==> config.mk <==
export PLATFORM = sky130hd
export DESIGN_NAME = pc_gen
export DESIGN_NICKNAME = d
export VERILOG_FILES = /design/src/rtl/pc_pkg.sv /design/src/rtl/pc_target_sel.sv /design/src/rtl/pc_gen.sv
export SDC_FILE = /design/constraint.sdc
export NUM_CORES = 1
export LEC_CHECK = 0
export ABC_AREA = 1
export BUFFER_PORTS_ARGS = -buffer_cell sky130_fd_sc_hd__buf_2
export CAP_MARGIN = 20
export CORE_MARGIN = 2
export CORE_UTILIZATION = 40
export DETAILED_ROUTE_END_ITERATION = 10
export PLACE_DENSITY = 0.74
export SETUP_SLACK_MARGIN = 0.1
export SLEW_MARGIN = 20
export SYNTH_ARGS = -nofsm -noshare
export SYNTH_HDL_FRONTEND = slang
export SYNTH_SLANG_ARGS = --single-unit
==> constraint.sdc <==
create_clock -name clk -period 2.4 [get_ports clk]
set_clock_uncertainty 0.05 [all_clocks]
set_input_delay 0.24 -clock clk [delete_from_list [all_inputs] [get_ports clk]]
set_output_delay 0.24 -clock clk [all_outputs]
set_load 0.005 [all_outputs]
==> src/rtl/pc_pkg.sv <==
// pc_pkg: shared types and constants for the program-counter generator.
package pc_pkg;
    localparam int XLEN_DEF = 32;

    typedef enum logic [2:0] {
        PC_SEQ    = 3'b000,
        PC_BRANCH = 3'b001,
        PC_JALR   = 3'b010,
        PC_TRAP   = 3'b011,
        PC_MRET   = 3'b100
    } pc_src_e;

    typedef enum logic [1:0] {
        BOOT = 2'd0,
        RUN  = 2'd1,
        HALT = 2'd2
    } pc_state_e;
endpackage

==> src/rtl/pc_target_sel.sv <==
// pc_target_sel: combinational redirect target mux with jalr bit-0 clear and alignment check.
module pc_target_sel
    import pc_pkg::*;
#(
    parameter int XLEN   = XLEN_DEF,
    parameter int IALIGN = 4
) (
    input  logic [2:0]      pc_src,
    input  logic [XLEN-1:0] branch_target,
    input  logic [XLEN-1:0] jalr_target,
    input  logic [XLEN-1:0] trap_vector,
    input  logic [XLEN-1:0] epc,
    output logic            redirect,
    output logic [XLEN-1:0] target,
    output logic            misaligned
);
    localparam logic [XLEN-1:0] AMASK = XLEN'(IALIGN - 1);

    logic            is_br, is_jalr, is_trap, is_mret;
    logic [XLEN-1:0] raw;

    assign is_br   = pc_src == PC_BRANCH;
    assign is_jalr = pc_src == PC_JALR;
    assign is_trap = pc_src == PC_TRAP;
    assign is_mret = pc_src == PC_MRET;

    assign raw = is_trap ? trap_vector :
                 is_mret ? epc :
                 is_jalr ? (jalr_target & ~XLEN'(1)) : branch_target;

    assign redirect   = is_br | is_jalr | is_trap | is_mret;
    // Trap and mret targets are forced aligned; only control-flow targets can fault.
    assign target     = (is_trap | is_mret) ? (raw & ~AMASK) : raw;
    assign misaligned = (is_br | is_jalr) && |(raw & AMASK);
endmodule

==> src/rtl/pc_gen.sv <==
// pc_gen: owned PC register with fetch handshake, stall/halt FSM and redirect handling.
module pc_gen
    import pc_pkg::*;
#(
    parameter int              XLEN         = XLEN_DEF,
    parameter logic [XLEN-1:0] RESET_VECTOR = '0,
    parameter int              IALIGN       = 4
) (
    input  logic            clk,
    input  logic            rst,
    input  logic [2:0]      pc_src,
    input  logic [XLEN-1:0] branch_target,
    input  logic [XLEN-1:0] jalr_target,
    input  logic [XLEN-1:0] trap_vector,
    input  logic [XLEN-1:0] epc,
    input  logic            stall,
    input  logic            halt_req,
    input  logic            resume,
    input  logic            fetch_ready,
    output logic            fetch_valid,
    output logic [XLEN-1:0] pc,
    output logic [XLEN-1:0] pc_plus4,
    output logic            misalign_exc,
    output logic [XLEN-1:0] misalign_addr,
    output logic            halted
);
    pc_state_e       state_q, state_d;
    logic [XLEN-1:0] pc_q, pc_d, maddr_q, maddr_d;
    logic            mexc_q, mexc_d;
    logic            redirect, misaligned;
    logic [XLEN-1:0] target;

    pc_target_sel #(.XLEN(XLEN), .IALIGN(IALIGN)) u_sel (
        .pc_src        (pc_src),
        .branch_target (branch_target),
        .jalr_target   (jalr_target),
        .trap_vector   (trap_vector),
        .epc           (epc),
        .redirect      (redirect),
        .target        (target),
        .misaligned    (misaligned)
    );

    assign fetch_valid   = state_q == RUN;
    assign halted        = state_q == HALT;
    assign pc            = pc_q;
    assign pc_plus4      = pc_q + XLEN'(4);
    assign misalign_exc  = mexc_q;
    assign misalign_addr = maddr_q;

    always_comb begin
        state_d = state_q;
        pc_d    = pc_q;
        mexc_d  = 1'b0;
        maddr_d = maddr_q;
        case (state_q)
            BOOT: state_d = RUN;
            RUN: begin
                // Redirects override stall and backpressure; the outstanding request is dropped.
                if (redirect && misaligned) begin
                    mexc_d  = 1'b1;
                    maddr_d = target;
                end else if (redirect)
                    pc_d = target;
                else if (fetch_ready && !stall)
                    pc_d = pc_plus4;
                state_d = halt_req ? HALT : RUN;
            end
            HALT: state_d = resume ? RUN : HALT;
            default: state_d = BOOT;
        endcase
    end

    always_ff @(posedge clk) begin
        if (rst) begin
            state_q <= BOOT;
            pc_q    <= RESET_VECTOR;
            mexc_q  <= 1'b0;
            maddr_q <= '0;
        end else begin
            state_q <= state_d;
            pc_q    <= pc_d;
            mexc_q  <= mexc_d;
            maddr_q <= maddr_d;
        end
    end
endmodule

; ---- Word-level counts from Yosys, hierarchy flattened
; Cells that the tools add are included.
[totals]
ff_bits = 67
in_bits = 137
[classes]
n_addsub = 1
n_eq_ne = 6
n_mux = 10
n_bitwise = 6
n_reduce_logical = 10
[op_table]
columns = operator, n
row1 = 32-bit 2-to-1 mux, 5
row2 = "32-bit by 3-bit adder with 32-bit output, second input constant", 1
row3 = "3-bit by 2-bit equality test with 1-bit output, second input constant", 2
row4 = 2-bit 2-to-1 mux, 3
row5 = 2-bit one-hot mux with 3 select lines, 1
row6 = 1-bit OR, 4
row7 = 2-bit OR reduction, 2
row8 = "3-bit by 1-bit equality test with 1-bit output, second input constant", 1
row9 = "3-bit equality test, second input constant", 1
row10 = 1-bit logical AND, 3
row11 = 3-bit AND reduction, 1
row12 = "2-bit by 1-bit equality test with 1-bit output, second input constant", 1
row13 = "2-bit equality test, second input constant", 1
row14 = 2-bit zero test, 1
row15 = 1-bit inverter, 2
row16 = 2-bit AND reduction, 1
row17 = 2-bit nonzero test, 1
row18 = 1-bit zero test, 1
row19 = 1-bit 2-to-1 mux, 1

; ---- Logic depth before layout (Yosys ltp)
; Gate-level depths: netlist (run 1).
[logic_depth]
depth_word = 9
ltp_mapped = 14

; ---- Hierarchy
; Synthesis (run 1) repeated with hierarchy kept, for this count alone.
[unflattened]
cells_unflattened = 770
area_unflattened_um2 = 4606.9
[modules_own_cells]
columns = module, instances, cells_per_inst, area_per_inst_um2, seq_area_each_um2
row1 = pc_gen, 1, 536, 3480.8, 1341.3
row2 = pc_target_sel, 1, 234, 1126.1, 0.0

; ---- Worst setup path after synthesis (run 1)
; OpenSTA, ideal clock, no wires.
[synth_timing]
path_type = register -> register
startpoint = register pc_q[2] (netlist: pc[2])
endpoint = register pc_q[18] (netlist: pc[18])
setup_ps = 64
arrival_ps = 1637
slack_ps = 650
path_stages_with_launch = 11
n_path_buf = 0
period_less_slack_ps = 1750
cell_sequence = dfxtp_1 ha_1 nand2_1 nor2_1 nand2_1 nor2_1 xor2_1 nand2_1 nand2_1 nor2_1 nor2_1
[synth_between]
elab_chain_len = 3
[synth_rtl]
columns = element, line_no
row1 = start: declaration, pc_gen.sv:28  ; logic [XLEN-1:0] pc_q, pc_d, maddr_q, maddr_d;
row2 = start signal: assignment, pc_gen.sv:82  ; pc_q <= pc_d;
row3 = 32-bit by 3-bit adder with 32-bit output, pc_gen.sv:47  ; assign pc_plus4 = pc_q + XLEN'(4);
row4 = named net pc_plus4[18], pc_gen.sv:22  ; output logic [XLEN-1:0] pc_plus4,
row5 = 32-bit 2-to-1 mux, pc_gen.sv:65  ; else if (fetch_ready && !stall)
row6 = 32-bit 2-to-1 mux, pc_gen.sv:63  ; end else if (redirect)
; The timed path passes the listed nets, and every way through them passes these cells. The select of a mux whose other input is x is not followed.
; A chain may end at the register's enable or synchronous reset.

; ---- Worst setup path after layout (run 1)
[layout_timing]
startpoint = register pc_q[2] (netlist: pc[2])
endpoint = output port pc_plus4[11]
[layout_between]
elab_chain_len = 1
[layout_rtl]
columns = element, line_no
row1 = 32-bit by 3-bit adder with 32-bit output, pc_gen.sv:47
row2 = end: declaration, pc_gen.sv:22
; Every way passes these cells.

==> results.sh, run 1 <==
export IMPL_synth_cell_types=31
export IMPL_rsz0062_at_grt="yes"
export IMPL_drtIter0Drc=460
export IMPL_worst_path_max_delay_cell="dfxtp_1"
export IMPL_layout_drive_gt1_share_pct=28.4
export IMPL_max_cap_viol_count=0
export IMPL_syn_nets=995
export IMPL_synth_area_leader_cell="dfxtp_1"
export IMPL_initial_core_util_pct=40.7
export IMPL_worstSetupStartpoint="pc[2]$_SDFFE_PP0P_"
export IMPL_grt_pass1_wl_microns=29200
export IMPL_fmax_ghz=0.450
export IMPL_antenna_found_initial=1
export IMPL_clockBufferDepth=2
export IMPL_grt_max_degree=31
export IMPL_drv_slew=0
export IMPL_dieWidth_microns=114
export IMPL_worstHoldPathType="primary input to register"
export IMPL_grt_pass1_vias=5809
export IMPL_critPathBufInv=3
export IMPL_synth_top_area_share_pct=27.6
export IMPL_worst_ep_required_time_ps=2110
export IMPL_rr_startpoint="state_q[0]$_SDFF_PP0_"
export IMPL_fin_hold_ws_ps=95.4
export IMPL_clock_sinks=67
export IMPL_final_hold_viol_count=0
export IMPL_clk_latency_ps=330
export IMPL_syn_cell_area_sq_um=4860
export IMPL_cp_common_cell="nor2_2"
export IMPL_cts_reportedPaths_clkPinSlew_ps=60
export IMPL_postCtsHoldBufs=0
export IMPL_dp_final_hpwl_microns=14200
export IMPL_synthToLayoutAreaGrowth_pct=35.3
export IMPL_ys_ff_latch=67
export IMPL_fillers=1245
export IMPL_routed_via_density=5.10
export IMPL_crit_path_end_kind="output pin"
export IMPL_grtUsageTotal_pct=28.3
export IMPL_wire_per_inst_microns=14.9
export IMPL_die_y_microns=114
export IMPL_port_buffers=234
export IMPL_globalplace_congestion=0.922
export IMPL_yosysWarnings=0
export IMPL_relSlewSlack_pct=64.7
export IMPL_rows=40
export IMPL_worst_pin_slew_ps=524
export IMPL_fin_nets=1216
export IMPL_crit_path_start_kind="register"
export IMPL_root_buffer="clkbuf_16"
export IMPL_syn_area_per_cell_sq_um=5.67
export IMPL_cts_tree="built"
export IMPL_synthTopCellsByArea="dfxtp_1 (28%), nand2_1 (25%), nor2_1 (9.6%), nand3_1 (6.8%), a21oi_1 (5.4%)"
export IMPL_crit_chain="buf_4 -> inv_1 -> nor2_2 -> nand2_1 -> nor2_2 -> xor2_1 -> buf_2"
export IMPL_period_share_pct=92.5
export IMPL_synthCells=857
export IMPL_worst_path_max_fanout=6
export IMPL_critical_path_class="register to output pin"
export IMPL_h_tree_depth=3
export IMPL_cp_arrival_ps=1930
export IMPL_cp_top_family="simple AND/OR/NAND/NOR gates"
export IMPL_pin_count=236
export IMPL_core_area_sq_um=12000
export IMPL_wl_microns=18400
export IMPL_overflow=0
export IMPL_post_route_min_period_ps=2220
export IMPL_max_stage_delay_ps=330
export IMPL_postRouteAntennaNets=0
export IMPL_cts_buffers=9
export IMPL_design_die_area_sq_um=13100
export IMPL_setup_viol=0
export IMPL_drt_drc_violations_left=0
export IMPL_drt_first_pass_iters=4
export IMPL_hold_start="resume"
export IMPL_status="complete, no violations"
export IMPL_seq_area_frac_synth_pct=27.6
export IMPL_power_density_nw_per_um2=569
export IMPL_cts_setup_buffers=0
export IMPL_setup_tns_ps=0
export IMPL_max_vdd_ir_drop_mv=0.277
export IMPL_vias=6279
export IMPL_leakagePower_nw=3.47
==> flip-flops by register name, indices dropped and copies added (netlist names) <==
signal         flops
misalign_addr     32
pc                32
state_q            2
misalign_exc       1
==> where the power goes <==
group,switching [mW],total (mW),internal (mW)
registers,0.0773,1.26,1.18
clock network,0.537,1.67,1.13
logic,0.485,0.819,0.334
total,1.10,3.74,2.64
==> worst reg2reg max path: stages, from the launching register on <==
cell and delay [ps]:
dfxtp_1 350, inv_1 70, nor2_1 370, nand3_2 300, inv_2 440, nand2_1 110
a21oi_1 160
==> cells in the mapped netlist (all sizes together) <==
master,count
nand2,336
nor2,129
nand3,70
dfxtp,67
o21ai,53
a21oi,52
inv,45
buf,27
nor3,25
clkbuf,19
xor2,11
nand3b,9
a21o,3
nand4,3
or2,3
and2,2
ha,1
o211a,1
o21bai,1
==> worst paths after layout <==
kind / to / slack (ps) / cells past startpoint
worst max-delay path: pc_plus4[11] / 180 / 7
worst min-delay path: state_q[0]$_SDFF_PP0_ / 100 / 2
worst max register to register: misalign_addr[24]$_SDFFE_PP0P_ / 480 / 6
worst min register to register: pc[1]$_SDFFE_PP0P_ / 400 / 2
==> layout make-up <==
class | count | area, sq um | share of cell area (%)
multi-input combinational | 699 | 3150 | 47.9
timing repair buffer | 256 | 1360 | 20.7
sequential | 67 | 1340 | 20.4
clock buffer | 9 | 225 | 3.42
tap | 147 | 184 | 2.79
inverter | 45 | 169 | 2.57
clock inverter | 7 | 146 | 2.22
antenna | 1 | 2.50 | 0.0380
==> timing repair <==
action,CTS,global route
endpoints found under the setup margin,3,14
gates resized for setup,3,11
hold endpoints to repair,0,0
cloned,0,0
==> metrics by stage <==
stage / util, % / instance area [sq um] / setup WS [ps] / power (mW) / std cells
finish: 55.0 / 6580 / 180 / 3.74 / 1231
global route: 55.0 / 6580 / 56.8 / 3.91 / 1230
CTS: 54.7 / 6540 / 112 / 3.75 / 1230
detailed placement: 51.5 / 6160 / 208 / 2.08 / 1214
global placement: 51.5 / 6160 / 214 / 2.08 / 1214
floorplan: - / 4860 / 650 / 1.71 / 857
==> cell families after synthesis <==
kind of cell,share of synthesized area [%]
xor gates and xnor gates,1.98
adders and majority gates,0.257
and+or+nand+nor,49.9
DFF,27.6
buffers and inverters,8.64
AOI/OAI and AO/OA,11.6
==> metal layers <==
layer	GRT usage, %	vias to the layer above	share of wire, %
met5	0	-	0
met4	8.54	0	2.4
met3	7.15	33	9.1
met2	45.8	301	46
met1	37.1	2771	43
li1	-	3174	-
==> placed cells by master, fill, tap and decap left out, types with 3 or more instances in the layout <==
master     synthesis  final
nor2_1           125    118
or2_2              3      3
nand4_1            3      3
inv_2              7      7
nand3_2            4      4
nor2_2             2      6
inv_1             38     38
a21oi_1           52     52
a21o_1             3      3
xor2_1            11      9
o21ai_0           48     48
nand3b_1           9      9
buf_2             12    234
bufinv_16          0      4
buf_4              5     20
nand2_4            4      4
nor2_4             1      4
dfxtp_1           67     65
nand2_1          330    330
clkbuf_16          0      9
o21ai_1            5      5
nor3_1            24     24
nand3_1           66     66
(Power assumes the default switching activity.)
==> run 2: changes to the inputs <==
- PLACE_DENSITY: 0.74 -> 0.75
- SYNTH_HIERARCHICAL: not set -> 1
==> run 2 against run 1 <==
Compared with the run above:
- design area is 5.3% lower
- critical path type unchanged
- critical endpoint is now pc_plus4[20]
- largest power group unchanged
- register-to-register slack better by 110 ps
- worst hold slack better by 8.4 ps
- final cell count is 7.1% lower
- utilization is 0.052 points higher
- combinational power is 19% lower
- sequential cell count stayed put
- routed wire length is 8.8% lower
==> results.sh, run 2 <==
export IMPL_min_path_cells=2
export IMPL_synth_area_leader_cell="dfxtp_1"
export IMPL_synthToLayoutAreaGrowth_pct=35.3
export IMPL_cp_arrival_ps=1920
export IMPL_syn_nets=908
export IMPL_initial_core_util_pct=40.7
export IMPL_fillers=1194
export IMPL_max_stage_delay_ps=400
export IMPL_overflow=0
export IMPL_register_area_sq_um=1340
export IMPL_design_die_area_sq_um=12400
export IMPL_clock_sinks=67
export IMPL_vias=5800
export IMPL_cts_resized=0
export IMPL_max_cap_viol_count=0
export IMPL_antenna_found_initial=0
export IMPL_relSlewSlack_pct=74.8
export IMPL_drt_first_pass_iters=5
export IMPL_cp_top_family="simple AND/OR/NAND/NOR gates"
export IMPL_worst_path_max_delay_cell="dfxtp_1"
export IMPL_fin_nets=1133
export IMPL_fmax_ghz=0.453
export IMPL_cts_reportedPaths_clkPinSlew_ps=60
export IMPL_worst_pin_slew_ps=377
export IMPL_grt_max_degree=34
export IMPL_synthArstFlopShare_pct=0
export IMPL_worst_ep_required_time_ps=2110
export IMPL_rows=39
export IMPL_h_tree_depth=3
export IMPL_drv_slew=0
export IMPL_die_y_microns=111
export IMPL_crit_path_start_kind="register"
export IMPL_p_total_mw=3.21
export IMPL_crit_chain="ha_1 -> nand3_1 -> nor2_2 -> nand2_1 -> o21ai_0 -> nand2_1 -> buf_2"
export IMPL_synth_cell_types=32
export IMPL_worst_path_max_fanout=4
export IMPL_dieWidth_microns=111
export IMPL_seq_area_frac_synth_pct=29.1
export IMPL_worstHoldPathType="primary input to register"
export IMPL_root_buffer="clkbuf_16"
export IMPL_design_area_sq_um=6230
export IMPL_drt_drc_violations_left=0
export IMPL_core_area_sq_um=11300
export IMPL_drtIter0Drc=378
export IMPL_synth_common_cells="nand2_1 (242), nor2_1 (137), dfxtp_1 (67)"
export IMPL_grt_pass1_vias=5452
export IMPL_globalplace_congestion=1.00
export IMPL_synthCells=770
export IMPL_clk_latency_ps=330
export IMPL_power_density_nw_per_um2=516
export IMPL_place_area_sq_um=5920
export IMPL_critPathBufInv=1
export IMPL_leakagePower_nw=3.25
export IMPL_yosysWarnings=6
export IMPL_rsz0062_at_grt="yes"
export IMPL_port_buffers=234
export IMPL_wl_microns=16700
export IMPL_cts_tree="built"
export IMPL_synth_edf_count=0
export IMPL_syn_cell_area_sq_um=4610
export IMPL_ys_ff_latch=67
export IMPL_pin_count=236
export IMPL_clockBufferDepth=2
export IMPL_final_cell_mix="nand2_1 (242), buf_2 (234), nor2_1 (134), dfxtp_1 (67), o21ai_0 (53)"
export IMPL_final_hold_viol_count=0
export IMPL_diodes=0
export IMPL_layout_drive_gt1_share_pct=29.7
export IMPL_synth_top_area_share_pct=29.1
export IMPL_critical_path_class="register to output pin"
export IMPL_crit_cells=7
export IMPL_cts_setup_buffers=0
export IMPL_dp_final_hpwl_microns=13300
export IMPL_final_common_cell="nand2_1"
export IMPL_synth_ff_type="dfxtp_1"
export IMPL_synthTopCellsByArea="dfxtp_1 (29%), nand2_1 (20%), nor2_1 (11%), o21ai_0 (5.8%), nand3_1 (4.9%)"
export IMPL_yosysMostFrequentCell="nand2_1"
export IMPL_max_vdd_ir_drop_mv=0.286
export IMPL_postCtsHoldBufs=0
export IMPL_grt_pass1_wl_microns=26700
export IMPL_routed_via_density=5.07
export IMPL_status="complete, no violations"
export IMPL_wire_per_inst_microns=14.7
export IMPL_cts_buffers=9
export IMPL_cp_common_cell="nand2_1"
export IMPL_syn_area_per_cell_sq_um=5.98
export IMPL_grtUsageTotal_pct=26.6
export IMPL_setup_tns_ps=0
export IMPL_r2r_cells=8
export IMPL_setup_viol=0
export IMPL_period_share_pct=92.1
export IMPL_crit_path_end_kind="output pin"
export IMPL_postRouteAntennaNets=0
export IMPL_multiInputGateArea_sq_um=2840
export IMPL_post_route_min_period_ps=2210
==> run 2: cell types whose count changed after synthesis, sizes merged, moves of 5 or more <==
cell and delta:
a31oi +6, inv +8, xnor2 +5, nor3 -20, nor2 +18, a21oi -29, o21ai +22, clkbuf -8
nand3 -24, o21bai +28, nand2 -89
==> run 2: path summary, 6_finish.rpt <==
kind	from	to	slack [ps]
worst max-delay path	pc[2]$_SDFFE_PP0P_	pc_plus4[20]	190
worst min-delay path	resume	state_q[0]$_SDFF_PP0_	100
worst max register to register	pc[2]$_SDFFE_PP0P_	pc[20]$_SDFFE_PP0P_	590
worst min register to register	misalign_addr[7]$_SDFFE_PP0P_	misalign_addr[7]$_SDFFE_PP0P_	460
==> run 2: where the power goes <==
group	total, mW	internal, mW	leakage, nW	switching (mW)
Clock	1.34	0.836	0.142	0.507
Combinational	0.660	0.277	2.57	0.382
Sequential	1.21	1.16	0.543	0.0502
==> run 2: worst reg2reg max path, delay by kind of cell (launching register included) <==
kind / cells / cell delay [ps]
flip-flops: 1 / 400
AND/OR/NAND/NOR: 5 / 700
AO/OA/AOI/OAI: 2 / 310
adder cells (fa/ha/maj): 1 / 230
==> run 2: stage by stage <==
| stage | hold slack, ps | util (%) | instances | worst slack (ps) |
|---|---|---|---|---|
| after floorplan | 328 | - | 770 | 443 |
| after global placement | 436 | 52.3 | 1127 | 165 |
| after detailed placement | 441 | 52.3 | 1127 | 140 |
| after CTS | 100 | 55.0 | 1143 | 152 |
| after global routing | 109 | 55.1 | 1143 | 90.7 |
| final | 104 | 55.1 | 1143 | 190 |
==> run 2: area by class of cell <==
class | instances | area share, %
multi-input combinational | 609 | 45.6
timing repair buffer | 255 | 21.9
sequential | 67 | 21.5
clock buffer | 11 | 3.89
inverter | 53 | 3.19
tap | 143 | 2.87
clock inverter | 5 | 1.00
==> run 2: logic make-up (layout without fill, tap and decap cells) <==
kind of cell               after synthesis  in the layout  synth area share (%)
and+or+nand+nor                        458            458                  41.4
AOI/OAI and AO/OA                      135            135                  17.0
buffers and inverters                   94            324                  9.42
DFF                                     67             67                  29.1
xor gates and xnor gates                15             15                  2.85
adders and majority gates                1              1                 0.272
==> run 2: routing by layer <==
layer	track usage (%)	up-vias	part of all wire [%]
met4	9.79	0	2.8
met1	34.5	2616	44
met5	0	-	0
met3	4.59	37	7.2
li1	-	2894	-
met2	44.5	253	46
